$ cat src/rtl/irq_ctrl_prio_pkg.sv
// ---------------------------------------------------------------------------
// irq_ctrl_prio_pkg
// Shared definitions for the prioritised interrupt controller: register
// offsets within the 256-byte config window, the "no winner" vector value,
// the AXI OKAY response code and a register-select decoder used by both the
// read and the write paths.
// No ports (package).
// ---------------------------------------------------------------------------
package irq_ctrl_prio_pkg;

    localparam logic [7:0] ADDR_ISR       = 8'h00;
    localparam logic [7:0] ADDR_IPR       = 8'h04;
    localparam logic [7:0] ADDR_IER       = 8'h08;
    localparam logic [7:0] ADDR_IAR       = 8'h0C;
    localparam logic [7:0] ADDR_SIE       = 8'h10;
    localparam logic [7:0] ADDR_CIE       = 8'h14;
    localparam logic [7:0] ADDR_IVR       = 8'h18;
    localparam logic [7:0] ADDR_MER       = 8'h1C;
    localparam logic [7:0] ADDR_ITR       = 8'h20;
    localparam logic [7:0] ADDR_THR       = 8'h24;
    localparam logic [7:0] ADDR_PRIO_BASE = 8'h40;

    localparam logic [31:0] IVR_NONE  = 32'hFFFF_FFFF;
    localparam logic [1:0]  RESP_OKAY = 2'b00;

    typedef enum logic [3:0] {
        REG_ISR,
        REG_IPR,
        REG_IER,
        REG_IAR,
        REG_SIE,
        REG_CIE,
        REG_IVR,
        REG_MER,
        REG_ITR,
        REG_THR,
        REG_PRIO,
        REG_NONE
    } reg_sel_e;

    // Maps a word offset onto a register. PRIO slots exist only for the
    // sources actually built, so anything past the last one decodes as NONE.
    function automatic reg_sel_e decode_addr(input logic [7:0] addr, input int num_irq);
        reg_sel_e sel;
        sel = REG_NONE;
        case (addr)
            ADDR_ISR: sel = REG_ISR;
            ADDR_IPR: sel = REG_IPR;
            ADDR_IER: sel = REG_IER;
            ADDR_IAR: sel = REG_IAR;
            ADDR_SIE: sel = REG_SIE;
            ADDR_CIE: sel = REG_CIE;
            ADDR_IVR: sel = REG_IVR;
            ADDR_MER: sel = REG_MER;
            ADDR_ITR: sel = REG_ITR;
            ADDR_THR: sel = REG_THR;
            default: begin
                if ((addr[1:0] == 2'b00) && (addr >= ADDR_PRIO_BASE) &&
                    (int'(addr) < int'(ADDR_PRIO_BASE) + 4 * num_irq)) begin
                    sel = REG_PRIO;
                end
            end
        endcase
        return sel;
    endfunction

    // Source index of a PRIO slot; only meaningful when decode_addr says REG_PRIO.
    function automatic logic [5:0] prio_index(input logic [7:0] addr);
        return addr[7:2] - 6'h10;
    endfunction

endpackage

$ cat src/rtl/irq_ctrl_prio_sync.sv
// ---------------------------------------------------------------------------
// irq_ctrl_prio_sync
// Multi-flop resynchroniser for one asynchronous interrupt source.
// Ports:
//   clk_i   clock
//   rst_ni  synchronous active-low reset, clears the chain to 0
//   d_i     asynchronous input
//   q_o     synchronised output, STAGES clocks behind d_i
// ---------------------------------------------------------------------------
module irq_ctrl_prio_sync
    import irq_ctrl_prio_pkg::*;
#(
    parameter int STAGES = 2
) (
    input  logic clk_i,
    input  logic rst_ni,
    input  logic d_i,
    output logic q_o
);

    logic [STAGES-1:0] chain_q;

    always_ff @(posedge clk_i) begin
        if (!rst_ni) begin
            chain_q <= '0;
        end else begin
            chain_q <= {chain_q[STAGES-2:0], d_i};
        end
    end

    assign q_o = chain_q[STAGES-1];

endmodule

$ cat src/rtl/irq_ctrl_prio.sv
// ---------------------------------------------------------------------------
// irq_ctrl_prio
// Prioritised interrupt controller with an AXI4-Lite configuration slave.
// Each source is resynchronised, optionally edge-detected, latched as
// pending, masked by enable and priority-versus-threshold, and the highest
// priority eligible source (lowest index on a tie) is reported as the vector.
// Ports:
//   clk_i, rst_ni            clock, synchronous active-low reset
//   cfg_aw*/cfg_w*/cfg_b*    AXI4-Lite write channels (addr[7:0] decoded)
//   cfg_ar*/cfg_r*           AXI4-Lite read channels
//   irq_i[NUM_IRQ]           asynchronous active-high interrupt sources
//   intr_o                   registered interrupt request to the CPU
// ---------------------------------------------------------------------------
module irq_ctrl_prio
    import irq_ctrl_prio_pkg::*;
#(
    parameter int NUM_IRQ     = 8,
    parameter int PRIO_W      = 3,
    parameter int SYNC_STAGES = 2
) (
    input  logic               clk_i,
    input  logic               rst_ni,
    input  logic               cfg_awvalid_i,
    output logic               cfg_awready_o,
    input  logic [31:0]        cfg_awaddr_i,
    input  logic               cfg_wvalid_i,
    output logic               cfg_wready_o,
    input  logic [31:0]        cfg_wdata_i,
    input  logic [3:0]         cfg_wstrb_i,
    output logic               cfg_bvalid_o,
    input  logic               cfg_bready_i,
    output logic [1:0]         cfg_bresp_o,
    input  logic               cfg_arvalid_i,
    output logic               cfg_arready_o,
    input  logic [31:0]        cfg_araddr_i,
    output logic               cfg_rvalid_o,
    input  logic               cfg_rready_i,
    output logic [31:0]        cfg_rdata_o,
    output logic [1:0]         cfg_rresp_o,
    input  logic [NUM_IRQ-1:0] irq_i,
    output logic               intr_o
);

    localparam int IDX_W = (NUM_IRQ > 1) ? $clog2(NUM_IRQ) : 1;

    // Bus channel state
    logic        aw_held_q, w_held_q, bvalid_q, rvalid_q, ready_en_q;
    logic [7:0]  aw_addr_q;
    logic [31:0] w_data_q, rdata_q;
    logic        aw_hs, w_hs, ar_hs, wr_fire;

    // Controller state
    logic [NUM_IRQ-1:0] pending_q, ier_q, itr_q, src_p_q;
    logic [PRIO_W-1:0]  prio_q [NUM_IRQ];
    logic [PRIO_W-1:0]  thr_q;
    logic               mer_q, intr_q;

    logic [NUM_IRQ-1:0] src_s, hw_set, sw_set, ack, eligible, wr_mask;
    logic               win_valid;
    logic [IDX_W-1:0]   win_idx;
    logic [PRIO_W-1:0]  win_prio;
    reg_sel_e           wr_sel, rd_sel;
    logic [5:0]         wr_prio_idx, rd_prio_idx;
    logic [31:0]        rd_data;

    logic unused_ok;
    assign unused_ok = ^{cfg_awaddr_i[31:8], cfg_araddr_i[31:8], cfg_wstrb_i, w_data_q};

    for (genvar gi = 0; gi < NUM_IRQ; gi++) begin : g_sync
        irq_ctrl_prio_sync #(.STAGES(SYNC_STAGES)) u_sync (
            .clk_i (clk_i),
            .rst_ni(rst_ni),
            .d_i   (irq_i[gi]),
            .q_o   (src_s[gi])
        );
    end

    // ready_en_q keeps every ready low while reset is held, so the slave
    // presents all-zero outputs during reset.
    assign cfg_awready_o = ready_en_q & ~bvalid_q & ~cfg_arvalid_i & ~aw_held_q;
    assign cfg_wready_o  = ready_en_q & ~bvalid_q & ~cfg_arvalid_i & ~w_held_q;
    assign cfg_arready_o = ready_en_q & ~rvalid_q;
    assign aw_hs   = cfg_awvalid_i & cfg_awready_o;
    assign w_hs    = cfg_wvalid_i & cfg_wready_o;
    assign ar_hs   = cfg_arvalid_i & cfg_arready_o;
    assign wr_fire = aw_held_q & w_held_q;

    assign cfg_bvalid_o = bvalid_q;
    assign cfg_bresp_o  = RESP_OKAY;
    assign cfg_rvalid_o = rvalid_q;
    assign cfg_rdata_o  = rdata_q;
    assign cfg_rresp_o  = RESP_OKAY;
    assign intr_o       = intr_q;

    // Write-side decode; ISR and IAR writes become one-cycle set/clear masks
    // that fold into the pending update.
    always_comb begin
        wr_sel      = decode_addr(aw_addr_q, NUM_IRQ);
        wr_prio_idx = prio_index(aw_addr_q);
        wr_mask     = w_data_q[NUM_IRQ-1:0];
        sw_set      = (wr_fire && wr_sel == REG_ISR) ? wr_mask : '0;
        ack         = (wr_fire && wr_sel == REG_IAR) ? wr_mask : '0;
    end

    // In edge mode only a 0->1 step of the synchronised input sets pending;
    // in level mode the input sets pending every cycle it is high.
    assign hw_set = (itr_q & src_s & ~src_p_q) | (~itr_q & src_s);

    // Eligibility and winner search. Strict '>' means an earlier (lower)
    // index keeps the win on a priority tie; priority 0 can never exceed
    // the threshold and so never becomes eligible.
    always_comb begin
        eligible  = '0;
        win_valid = 1'b0;
        win_idx   = '0;
        win_prio  = '0;
        for (int i = 0; i < NUM_IRQ; i++) begin
            eligible[i] = pending_q[i] & ier_q[i] & (prio_q[i] > thr_q);
            if (eligible[i] && (!win_valid || prio_q[i] > win_prio)) begin
                win_valid = 1'b1;
                win_idx   = IDX_W'(i);
                win_prio  = prio_q[i];
            end
        end
    end

    // Read mux, captured into rdata_q at AR accept so the returned word is
    // frozen while rvalid waits for rready.
    always_comb begin
        rd_sel      = decode_addr(cfg_araddr_i[7:0], NUM_IRQ);
        rd_prio_idx = prio_index(cfg_araddr_i[7:0]);
        rd_data     = '0;
        case (rd_sel)
            REG_ISR: rd_data = 32'(pending_q);
            REG_IPR: rd_data = 32'(pending_q & ier_q);
            REG_IER: rd_data = 32'(ier_q);
            REG_IVR: rd_data = win_valid ? 32'(win_idx) : IVR_NONE;
            REG_MER: rd_data = 32'(mer_q);
            REG_ITR: rd_data = 32'(itr_q);
            REG_THR: rd_data = 32'(thr_q);
            REG_PRIO: begin
                for (int i = 0; i < NUM_IRQ; i++) begin
                    if (rd_prio_idx == 6'(i)) begin
                        rd_data = 32'(prio_q[i]);
                    end
                end
            end
            default: rd_data = '0;
        endcase
    end

    // AXI4-Lite channel handling. AW and W are held independently until both
    // are present, then the write fires; a pending AR blocks new AW/W so the
    // read is always served first.
    always_ff @(posedge clk_i) begin
        if (!rst_ni) begin
            aw_held_q  <= 1'b0;
            aw_addr_q  <= '0;
            w_held_q   <= 1'b0;
            w_data_q   <= '0;
            bvalid_q   <= 1'b0;
            rvalid_q   <= 1'b0;
            rdata_q    <= '0;
            ready_en_q <= 1'b0;
        end else begin
            ready_en_q <= 1'b1;
            if (aw_hs) begin
                aw_held_q <= 1'b1;
                aw_addr_q <= cfg_awaddr_i[7:0];
            end else if (wr_fire) begin
                aw_held_q <= 1'b0;
            end
            if (w_hs) begin
                w_held_q <= 1'b1;
                w_data_q <= cfg_wdata_i;
            end else if (wr_fire) begin
                w_held_q <= 1'b0;
            end
            if (wr_fire) begin
                bvalid_q <= 1'b1;
            end else if (cfg_bready_i) begin
                bvalid_q <= 1'b0;
            end
            if (ar_hs) begin
                rvalid_q <= 1'b1;
                rdata_q  <= rd_data;
            end else if (cfg_rready_i) begin
                rvalid_q <= 1'b0;
            end
        end
    end

    // Controller registers. A set in the same cycle as an ack wins, so an
    // event arriving while software acknowledges is never lost.
    always_ff @(posedge clk_i) begin
        if (!rst_ni) begin
            pending_q <= '0;
            ier_q     <= '0;
            itr_q     <= '0;
            src_p_q   <= '0;
            thr_q     <= '0;
            mer_q     <= 1'b0;
            intr_q    <= 1'b0;
            for (int i = 0; i < NUM_IRQ; i++) begin
                prio_q[i] <= '0;
            end
        end else begin
            pending_q <= (pending_q & ~ack) | hw_set | sw_set;
            src_p_q   <= src_s;
            intr_q    <= mer_q & (|eligible);
            if (wr_fire) begin
                case (wr_sel)
                    REG_IER: ier_q <= wr_mask;
                    REG_SIE: ier_q <= ier_q | wr_mask;
                    REG_CIE: ier_q <= ier_q & ~wr_mask;
                    REG_MER: mer_q <= w_data_q[0];
                    REG_ITR: itr_q <= wr_mask;
                    REG_THR: thr_q <= w_data_q[PRIO_W-1:0];
                    REG_PRIO: begin
                        for (int i = 0; i < NUM_IRQ; i++) begin
                            if (wr_prio_idx == 6'(i)) begin
                                prio_q[i] <= w_data_q[PRIO_W-1:0];
                            end
                        end
                    end
                    default: ;
                endcase
            end
        end
    end

endmodule

$ cat config.mk
export PLATFORM = sky130hd
export DESIGN_NAME = irq_ctrl_prio
export DESIGN_NICKNAME = d
export VERILOG_FILES = /design/src/rtl/irq_ctrl_prio_pkg.sv /design/src/rtl/irq_ctrl_prio_sync.sv /design/src/rtl/irq_ctrl_prio.sv
export SDC_FILE = /design/constraint.sdc
export NUM_CORES = 1
export LEC_CHECK = 0
export ABC_AREA = 1
export BUFFER_PORTS_ARGS = -buffer_cell sky130_fd_sc_hd__buf_4
export CORE_UTILIZATION = 39
export CTS_CLUSTER_SIZE = 10
export DETAILED_ROUTE_END_ITERATION = 12
export PLACE_DENSITY = 0.69
export SLEW_MARGIN = 15
export SYNTH_ARGS = -nofsm -noshare
export SYNTH_HDL_FRONTEND = slang
export SYNTH_SLANG_ARGS = --single-unit
$ cat constraint.sdc
create_clock -name clk_i -period 8.6 [get_ports clk_i]
set_input_delay 1.29 -clock clk_i [delete_from_list [all_inputs] [get_ports clk_i]]
set_output_delay 1.29 -clock clk_i [all_outputs]
set_load 0.02 [all_outputs]
==> results.ini, run 1 <==
[critical_path]
crit_buf_inv=5
cp-startpoint=prio_q[0][2]
worstPathMaxFanout=6
worstSetupPathType=reg2reg
cpMostUsedCell=nand2_2
arrival_ps=8580
setup.worst_path.start_class=flop
cp.required_ps=8910
reg2reg_from=prio_q[0][2]
cpLargestDelayFamily=simple AND/OR/NAND/NOR gates
slowest_stage=edfxtp_1
end_kind=flop
cp_slowest_stage_delay_ps=440

[placed_design]
place_congestion=0.938
portBuffers=76
hpwlAfterDp_um=11800
placed_cells=1183

[sta]
hold_viol=0
drv_slew=0
slew_headroom_pct=27.1
fin_crit_ps=8270
max_freq_mhz=121
period_share_pct=96.2
tns_ps=0
fin_skew_ps=14.7
setup_viol=0
rsz0062_at_grt=yes
tightest_slew_ps=1090

[min_path]
min-delay-start=g_sync[7].u_sync.chain_q[0]
min_path_type=reg2reg

[logic_synthesis]
yosysWarnings=0
syn_avg_cell_area_um2=7.15
ys_types=39
synth_area_leader_cell=dfxtp_1
synth.top_cell.area_share_pct=26.0
syn-cell-area_mm2=0.00639
ys_seq_area_share_pct=37.3
yosys-top-cells-area=dfxtp_1 (26%), nand2_1 (13%), edfxtp_1 (11%), ha_1 (8.8%), inv_1 (7.7%)
synth-seq-cells=107
synth_cells=894

[floorplanning]
core-area_mm2=0.0159
io_pins=157
chipHeight_um=130
die_area_mm2=0.0169
row_count=46
chipWidth_um=130
initial_core_util_pct=40.1

[layout]
final.fill_count=1564
stdcell_count=1211
seq_area_mm2=0.00238
syn_to_final_growth_pct=28.1
num-nets-final=1150
drive_above_1_share_pct=24.8
final_cell_mix=nand2_1 (194), inv_1 (126), buf_4 (123), dfxtp_1 (83), nor2_1 (70)
layout_commonest_cell=nand2_1
antenna_cells=0
multi_input_area_mm2=0.00372

[global_routing]
grt_pass1_vias=5494
grt.total_usage_pct=19.6
grt_pass1_wl_um=25800
antenna_found_initial=0
grt_overflow=0
grt_max_degree=64

[power]
power.density_mw_per_mm2=133
p_leak_nw=3.87
vdd_drop_max_uv=130

[clock_tree]
clkTransAtPathRegs_ps=80
clkSinkCount=107
root_buffer=clkbuf_16
numCtsBuffers=9
cts_buffer_depth=2
clock_latency_ps=360
cts_tree=done
h-tree-depth=3
holdBufCountCts=0

[route]
initialDrtViolationCount=362
drt_first_pass_iters=8
ant_nets=0
wl_per_cell_um=13.2
drc_errors=0
vias_per_cell=4.87
dr_total_vias=5897
routed_wl_um=16000

[job]
drv_cap=0

[status]
status=completed

[worst reg2reg max path, delay by kind of cell (launching register included)]
kind / cells / cell delay (ps)
AND/OR/NAND/NOR: 45 / 4110
adder cells (fa/ha/maj): 8 / 2080
AO/OA/AOI/OAI: 10 / 1200
flip-flops: 1 / 440
buffers and inverters: 5 / 400
[metal layers]
metal	GRT usage (%)	routed length, µm
met3	1.97	579
met5	0	0
met1	25.8	7430
met4	8.82	408
met2	32.3	7600
[logic make-up after synthesis]
family	count (synthesis)	share of synthesized area, %
AO/OA/AOI/OAI	153	14.1
other	1	0.0587
adder cells (fa/ha/maj)	45	8.81
flip-flops	107	37.3
AND/OR/NAND/NOR	407	27.3
buffers and inverters	181	12.4
[per-stage QoR]
stage	area (µm²)	power (W)	util, %	hold WS, ps	worst slack, ps
2_1_floorplan	6400	0.000613	-	390	300
3_3_place_gp	7250	0.000645	45.5	393	-176
3_5_place_dp	7250	0.000647	45.5	398	-373
4_1_cts	7710	0.00109	48.4	419	33.9
5_1_grt	8190	0.00114	51.4	435	-251
6_report	8190	0.00109	51.4	415	326
[sequential cells by signal (all words and copies together), names as in the netlist]
signal and count:
aw_addr_q 8, aw_held_q 1, cfg_bvalid_o 1, cfg_rdata_o 9
cfg_rvalid_o 1, g_sync.u_sync.chain_q 16, ier_q 8, intr_o 1
itr_q 8, mer_q 1, pending_q 8, prio_q 24
ready_en_q 1, src_p_q 8, thr_q 3, w_data_q 8
w_held_q 1
[layout make-up]
type / instances / share of cell area (%)
multi-input cells: 609 / 45.5
flip-flops and latches: 107 / 29.1
repair buffers: 127 / 11.8
inverters: 136 / 6.29
well taps: 216 / 3.30
clock buffers: 9 / 2.75
clock inverters: 7 / 1.25
[where the power goes]
| part | internal, W | switching (W) | total (W) |
|---|---|---|---|
| registers | 0.000529 | 0.0000161 | 0.000545 |
| logic | 0.0000424 | 0.0000593 | 0.000102 |
| clock network | 0.000237 | 0.000207 | 0.000444 |
| total | 0.000808 | 0.000282 | 0.00109 |
[repair_timing]
item,in CTS,in global routing
setup buffers,6,6
pin swaps,9,65
gates resized for setup,19,95
endpoints found under the setup margin,3,3
[cells in the mapped netlist, drive strengths merged]
master	instances
or2	7
nand2	223
o22ai	7
clkbuf	13
nand3b	6
a211oi	12
a32o	1
nor2	74
nand3	62
dfxtp	83
o221ai	1
edfxtp	24
conb	1
nor4	3
and2	10
o21ai	65
inv	136
a32oi	8
o21a	1
ha	45
a21oi	46
nand4	15
buf	32
a31oi	9
a21boi	3
nor3	7
[final timing paths]
| kind | end | slack (ps) | depth (start not counted) |
|---|---|---|---|
| setup / recovery | cfg_rdata_o[1] | 330 | 68 |
| hold reg to reg | g_sync[7].u_sync.chain_q[1] | 420 | 2 |
| hold / removal | g_sync[7].u_sync.chain_q[1] | 420 | 2 |
| setup reg to reg | cfg_rdata_o[1] | 330 | 68 |
(Power assumes the default switching activity.)
==> run 2, diff against run 1 <==
--- a/config.mk
+++ b/config.mk
@@ -7,6 +7,7 @@
 export LEC_CHECK = 0
 export ABC_AREA = 1
 export BUFFER_PORTS_ARGS = -buffer_cell sky130_fd_sc_hd__buf_4
+export CORE_ASPECT_RATIO = 2
 export CORE_UTILIZATION = 39
 export CTS_CLUSTER_SIZE = 10
 export DETAILED_ROUTE_END_ITERATION = 12
==> results.ini, run 2 (synthesis gave the netlist of run 1 again) <==
[floorplanning]
die_area_mm2=0.0169
core-area_mm2=0.0159
chipHeight_um=183
initial_core_util_pct=40.3
io_pins=157
chipWidth_um=92.5
row_count=65

[clock_tree]
root_buffer=clkbuf_16
h-tree-depth=3
clkSinkCount=107
clock_latency_ps=350
cts_tree=done
clkTransAtPathRegs_ps=70
cts_buffer_depth=2
numCtsBuffers=9

[route]
ant_nets=0
drc_errors=0
routed_wl_um=17600
drt_first_pass_iters=5
initialDrtViolationCount=303
wl_per_cell_um=14.7
dr_total_vias=6126
vias_per_cell=5.10

[placed_design]
hpwlAfterDp_um=13700
post-place-ws_ps=-394
placed_cells=1165
portBuffers=76
place_congestion=0.936

[layout]
regMostFlops=prio_q
final.fill_count=1556
layout_commonest_cell=nand2_1
syn_to_final_growth_pct=29.0
multi_input_area_mm2=0.00378
seq_area_mm2=0.00238
num-nets-final=1155
fin_util_pct=52.0
antenna_cells=0
stdcell_count=1201
drive_above_1_share_pct=26.0
final_cell_mix=nand2_1 (192), buf_4 (127), inv_1 (125), dfxtp_1 (83), nor2_1 (68)
largest_reg_flops=24

[power]
power.density_mw_per_mm2=130
vdd_drop_max_uv=148
p_leak_nw=3.91

[global_routing]
grt_max_degree=64
grt_pass1_vias=5916
grt_overflow=0
antenna_found_initial=0
grt_pass1_wl_um=27500
grt.total_usage_pct=20.8

[critical_path]
slowest_stage=edfxtp_1
cp.required_ps=8900
cpMostUsedCell=nand2_1
end_kind=flop
worstSetupPathType=reg2reg
worstPathMaxFanout=5
setup.worst_path.start_class=flop
arrival_ps=8550
cp_slowest_stage_delay_ps=450

[sta]
tightest_slew_ps=1090
hold_viol=0
fin_skew_ps=12.2
period_share_pct=96.0
fin_crit_ps=8260
final.setup.worst_slack_ps=345
max_freq_mhz=121
rsz0062_at_grt=yes
drv_slew=0
setup_viol=0
slew_headroom_pct=27.0

[job]
drv_cap=0

[status]
status=completed

[min_path]
min_path_type=reg2reg

-- run 2: final cells by class --
type / instances / area share [%]
clock inverter: 5 / 0.713
timing repair buffer: 132 / 12.2
sequential: 107 / 28.9
tap: 201 / 3.05
multi-input combinational: 609 / 45.9
clock buffer: 11 / 2.94
inverter: 136 / 6.28
-- run 2: final timing paths --
check | startpoint | end | slack (ps) | cells after the start
hold reg to reg | g_sync[7].u_sync.chain_q[0] | g_sync[7].u_sync.chain_q[1] | 410 | 2
hold / removal | g_sync[7].u_sync.chain_q[0] | g_sync[7].u_sync.chain_q[1] | 410 | 2
setup reg to reg | prio_q[0][2] | cfg_rdata_o[1] | 340 | 68
setup / recovery | prio_q[0][2] | cfg_rdata_o[1] | 340 | 68
-- run 2: critical path: cells and delay by family (launching register included) --
kind,cells,cell delay [ps]
fa+ha+maj,8,2080
flops,1,450
compound gates,9,1040
simple gates,45,4100
buf+inv,6,520
-- run 2: timing repair --
item / CTS / global route
buffers inserted: 10 / 11
hold buffers: 0 / 0
resized for setup: 21 / 107
hold endpoints to repair: 0 / 0
pin swaps: 8 / 66
endpoints found under the setup margin: 3 / 3
-- run 2: through the flow --
step | cell area, µm² | total power [W] | setup TNS, ps | hold WS [ps]
floorplan | 6400 | 0.000613 | 0 | 390
global placement | 7210 | 0.000647 | -541 | 393
detailed placement | 7210 | 0.000650 | -960 | 398
CTS | 7690 | 0.00106 | 0 | 410
global route | 8240 | 0.00111 | -731 | 423
finish | 8240 | 0.00107 | 0 | 407
-- run 2: layer usage --
metal	routed length, µm	track usage, %	vias up
met3	446	1.87	62
met4	1220	16.3	0
met2	10100	41.5	147
li1	-	-	3111
met5	0	0	-
met1	5910	18.3	2806
-- run 2: power breakdown --
part	switching (W)	total, W	leakage [nW]	internal (W)
clock	0.000178	0.000414	0.151	0.000236
combinational	0.0000632	0.000109	2.83	0.0000461
sequential	0.0000168	0.000546	0.924	0.000529
